--- src/rtl/jalr_dest_tracker.sv ---
// rtl/jalr_dest_tracker.sv - shadow EX/MEM/WB destination tracker and JALR rs1 stall control
module jalr_dest_tracker #(
    parameter int REG_AW = 5,
    parameter int CNT_W  = 32
) (
    input  logic              clk,
    input  logic              rst,
    input  logic              pipe_hold,
    input  logic              ex_flush,
    input  logic              id_valid,
    input  logic [REG_AW-1:0] id_rd,
    input  logic              id_regwren,
    input  logic              id_memrd,
    input  logic              id_is_jalr,
    input  logic [REG_AW-1:0] id_rs1,
    output logic [REG_AW-1:0] EXMEM_Rd,
    output logic              EXMEM_RegWrEn,
    output logic [REG_AW-1:0] MEMWB_Rd,
    output logic              MEMWB_RegWrEn,
    output logic              jalr_stall,
    output logic [CNT_W-1:0]  stall_cycles
);

    typedef struct packed {
        logic              valid;
        logic [REG_AW-1:0] rd;
        logic              wren;
        logic              memrd;
    } stage_t;

    typedef enum logic {
        IDLE  = 1'b0,
        STALL = 1'b1
    } state_t;

    localparam stage_t BUBBLE = '0;
    localparam logic [CNT_W-1:0] CNT_ONE = {{(CNT_W-1){1'b0}}, 1'b1};

    stage_t           ex_q;
    stage_t           mem_q;
    stage_t           wb_q;
    state_t           state_q;
    state_t           state_d;
    logic             hazard_en;
    logic             need1;
    logic             need2;
    logic             stall;
    logic [CNT_W-1:0] cnt_q;

    // JALR rs1 dependence on an in-flight producer; x0 never forwards
    always_comb begin
        hazard_en = id_valid & id_is_jalr & (id_rs1 != '0);
        need2     = hazard_en & ex_q.valid & ex_q.wren & ex_q.memrd & (ex_q.rd == id_rs1);
        need1     = hazard_en &
                    ((ex_q.valid & ex_q.wren & ~ex_q.memrd & (ex_q.rd == id_rs1)) |
                     (mem_q.valid & mem_q.wren & mem_q.memrd & (mem_q.rd == id_rs1)));
    end

    // Stall FSM: a load in EX needs a second stall cycle after the first; flush cancels it
    always_comb begin
        state_d = state_q;
        stall   = 1'b0;
        case (state_q)
            IDLE: begin
                stall = need2 | need1;
                if (need2) begin
                    state_d = STALL;
                end
            end
            STALL: begin
                stall   = 1'b1;
                state_d = IDLE;
            end
            default: begin
                state_d = IDLE;
            end
        endcase
        if (ex_flush) begin
            state_d = IDLE;
        end
    end

    // FSM state register, frozen by pipe_hold
    always_ff @(posedge clk or posedge rst) begin
        if (rst) begin
            state_q <= IDLE;
        end else if (!pipe_hold) begin
            state_q <= state_d;
        end
    end

    // Shadow pipeline advance; stalled or flushed ID slot enters EX as a bubble
    always_ff @(posedge clk or posedge rst) begin
        if (rst) begin
            ex_q  <= BUBBLE;
            mem_q <= BUBBLE;
            wb_q  <= BUBBLE;
        end else if (!pipe_hold) begin
            wb_q  <= mem_q;
            mem_q <= ex_q;
            if (stall || ex_flush) begin
                ex_q <= BUBBLE;
            end else begin
                ex_q <= '{valid: id_valid, rd: id_rd, wren: id_regwren, memrd: id_memrd};
            end
        end
    end

    // Saturating stall-cycle counter for performance monitoring
    always_ff @(posedge clk or posedge rst) begin
        if (rst) begin
            cnt_q <= '0;
        end else if (!pipe_hold && stall && (cnt_q != '1)) begin
            cnt_q <= cnt_q + CNT_ONE;
        end
    end

    assign EXMEM_Rd      = mem_q.rd;
    assign EXMEM_RegWrEn = mem_q.valid & mem_q.wren & ~mem_q.memrd;
    assign MEMWB_Rd      = wb_q.rd;
    assign MEMWB_RegWrEn = wb_q.valid & wb_q.wren;
    assign jalr_stall    = stall;
    assign stall_cycles  = cnt_q;

endmodule

--- config.mk ---
export PLATFORM = sky130hd
export DESIGN_NAME = jalr_dest_tracker
export DESIGN_NICKNAME = d
export VERILOG_FILES = /design/src/rtl/jalr_dest_tracker.sv
export SDC_FILE = /design/constraint.sdc
export NUM_CORES = 1
export LEC_CHECK = 0
export ABC_AREA = 1
export ABC_CLOCK_PERIOD_IN_PS = 4200
export CORE_UTILIZATION = 57
export DETAILED_ROUTE_END_ITERATION = 8
export PLACE_DENSITY = 0.86
export REMOVE_ABC_BUFFERS = 1
export SKIP_CTS_REPAIR_TIMING = 1
export SYNTH_ARGS = -nofsm -noshare
export SYNTH_HDL_FRONTEND = slang
export SYNTH_SLANG_ARGS = --single-unit
--- constraint.sdc ---
create_clock -name clk -period 4.2 [get_ports clk]
set_input_delay 0.84 -clock clk [delete_from_list [all_inputs] [get_ports clk]]
set_output_delay 0.84 -clock clk [all_outputs]
set_load 0.01 [all_outputs]
==> metrics.md <==
| Metric | Value |
|---|---|
| Die height | 80.25 um |
| Final Hold Viols | 0 |
| Crit Path Class | in -> out |
| Final setup viols | 0 |
| Clk network pwr share | 0.304 |
| Clock period minus worst slack | 3.504 ns |
| Worst-margin pin slew | 0.7682 ns |
| First-pass GRT wire length | 14,620 um |
| CP Launch Point | id_rs1[4] |
| Final cycle utilization of the critical path | 0.8343 |
| Htree depth | 2 |
| Initial Util | 0.5894 |
| CTS tree | done |
| Vias in the first global route | 3,311 |
| # diodes | 0 |
| CP arrival | 2.66 ns |
| Largest net degree at the start of global routing | 53 |
| IO Count | 63 |
| Slew HR | 0.4871 |
| Peak Freq | 285.4 MHz |
| Avg WL per Cell | 13.52 um |
| Total GRT Usage | 0.2896 |
| CP Max Fanout | 9 |
| # DRC | 0 |
| Post-Route Utilization | 0.7033 |
| Clock Path Buffers | 2 |
| Share of cells above drive strength 1 | 0.03929 |
| Cell Pwr Density | 238.4 nW/um^2 |
| RR Endpoint | stall_cycles[26]$_DFFE_PP0P_ |
| DP Wirelength | 6148 um |
| Hold WS | 0.4886 ns |
| Setup Skew | 0.007194 ns |
| Post-route antenna net violation count | 0 |
| Int Power | 731.0 uW |
| Flop pwr share | 0.581 |
| Final Wtd Congestion | 0.9249 |
| Flops & latches, synth | 56 |
| Clock sink count | 56 |
| P&R area growth vs syn | 19.33% |
| NetSw | 261.6 uW |
| DIE AREA | 6439 sq um |
| Vias | 3,465 |
| Crit-path leading delay family | buffers and inverters |
| Crit path top cell by count | nand2_1 |
| Final wirelength | 8588 um |
| Grt ovf | 0 |
| R2R depth | 12 |
| Reg2reg start | EXMEM_Rd[0]$_DFFE_PP0N_ |
| Crit path to | jalr_stall |
| Final Net Count | 578 |
| Critical path data required time | 3.36 ns |
| Unrepaired setup endpoints after global routing | false |
| Post-synth cell types | 25 |
| Combinational power share | 0.115 |
| Root Driver | clkbuf_8 |
| Commonest cells after routing, fill and taps aside | nand2_1 (221), nor2_1 (63), clkdlybuf4s50_1 (62), dfrtp_1 (56), nand4_1 (39) |
| Max_cap viols | 0 |
| Floorplan row count | 28 |
| Clock Latency Late Sink | 0.31 ns |
| Core Box Area | 5921 sq um |
| Critical Path Stages | 10 |
| Worst-path clk slew | 0.10 ns |
| PortBufs | 62 |
| Post-Syn Area | 3490 sq um |
| Yosys warnings | 0 |
| Drt first pass iters | 4 |
| Worst setup EP type | output pin |
| Post-synthesis cell count | 512 |
| Setup TNS | 0 ns |
| Register area share after synthesis | 0.4016 |
| Mean post-synth cell area | 6.816 sq um |
| Worst Path Buf+Inv | 3 |
| CTS Buf Count | 5 |
| Max-slew violation count | 0 |
| Hold Path Class | reg -> reg |
| Status | complete, no violations |
| Antenna violations before repair | 0 |
| Slowest-stage cell, CP | clkdlybuf4s50_1 |
| Max VDD drop | 164.4 uV |
| Worst-path cell chain | clkdlybuf4s50_1 -> inv_1 -> nand2_1 -> nand2_1 -> nor2_1 -> nand3_1 -> nand2_1 -> nand2_2 -> nand2_2 -> clkdlybuf4s50_1 |
| Crit path largest cell delay | 0.55 ns |
| Die width | 80.25 um |
| R2R setup slack | 1.72 ns |
| First DRT Iteration DRCs | 225 |
| Sw frac | 0.2636 |
| Commonest non-fill, non-tap cell in the layout | nand2_1 |
| Startpoint types | input port |
| Leakage Power | 0.001957 uW |
| DR vias/cell | 5.457 |
[how the worst min path moves through the flow]
stage	cells past startpoint	slack, ns	to	start
global placement	2	0.46	wb_q[1]$_DFFE_PP0N_	wb_q[1]$_DFFE_PP0N_
CTS	2	0.49	wb_q[7]$_DFFE_PP0N_	wb_q[7]$_DFFE_PP0N_
floorplan	2	0.45	wb_q[1]$_DFFE_PP0N_	wb_q[1]$_DFFE_PP0N_
global route	2	0.51	wb_q[7]$_DFFE_PP0N_	wb_q[7]$_DFFE_PP0N_
detailed placement	2	0.47	wb_q[7]$_DFFE_PP0N_	wb_q[7]$_DFFE_PP0N_
finish	2	0.49	MEMWB_Rd[2]$_DFFE_PP0N_	MEMWB_Rd[2]$_DFFE_PP0N_
[area by class of cell]
cell class	count	area, sq um
timing repair buffer	67	658.1
multi-input combinational	393	1787
fill	499	1757
sequential	56	1401
clock inverter	2	16.27
tap	75	93.84
inverter	36	135.1
clock buffer	6	72.57
[metal layers]
metal	vias up	wire, um	track usage
li1	1715	-	-
met1	1618	3781	0.3743
met2	115	4156	0.4906
met3	17	487	0.04205
met4	0	162	0.1071
met5	-	0	0
[stage by stage]
step | setup WS, ns | power, uW | instance area [sq um] | std cells
global route | 0.5522 | 1039 | 4164 | 635
global placement | 0.7567 | 698.1 | 4075 | 627
floorplan | 1.680 | 637.1 | 3323 | 485
finish | 0.6960 | 992.6 | 4164 | 635
CTS | 0.7228 | 997.1 | 4164 | 635
detailed placement | 0.7309 | 701.6 | 4075 | 627
[cells by family (layout without fill, tap and decap cells)]
family          count (synthesis)  count (layout)  synth area share
compound gates                 20              20           0.02940
flops                          56              56            0.4016
simple gates                  357             357            0.4414
buf+inv                        63             111           0.08641
fa+ha+maj                       1               1          0.003585
xor+xnor                       15              15           0.03765
[worst register-to-register path: cells and delay by family (launching register included)]
family	cells	cell delay [ns]
flops	1	0.42
simple gates	10	1.56
buf+inv	2	0.40
[power by group through the flow]
stage / clock (uW) / sequential, uW / combinational [uW]
floorplan: 0 / 589 / 48.2
global placement: 0 / 586 / 112
detailed placement: 0 / 587 / 114
CTS: 305 / 577 / 115
global route: 331 / 580 / 128
finish: 302 / 577 / 114
[flip-flops by register name, summed over array words and instances (netlist names)]
register	count
wb_q	2
state_q	1
ex_q	8
stall_cycles	32
MEMWB_Rd	5
mem_q	3
EXMEM_Rd	5
[Yosys cell counts]
cell type | instances | share of area
nand4_2 | 1 | 0.0036
o31ai_1 | 1 | 0.0022
nand3_1 | 12 | 0.017
buf_4 | 10 | 0.022
buf_2 | 4 | 0.0057
clkbuf_1 | 10 | 0.011
nor2_4 | 1 | 0.0032
clkinv_1 | 1 | 0.0011
o21ai_0 | 18 | 0.026
xnor2_1 | 4 | 0.010
nand3_2 | 2 | 0.0057
nor2_2 | 1 | 0.0018
dfrtp_1 | 56 | 0.40
nor3_1 | 2 | 0.0029
ha_1 | 1 | 0.0036
o21ai_1 | 1 | 0.0014
xor2_1 | 11 | 0.028
nor2_1 | 63 | 0.068
inv_2 | 2 | 0.0022
nand2_2 | 2 | 0.0036
inv_1 | 33 | 0.035
buf_6 | 3 | 0.0097
nand4_1 | 39 | 0.070
nand2_1 | 221 | 0.24
nand3b_1 | 13 | 0.028
Note: power is estimated with default switching activity, not from simulation.
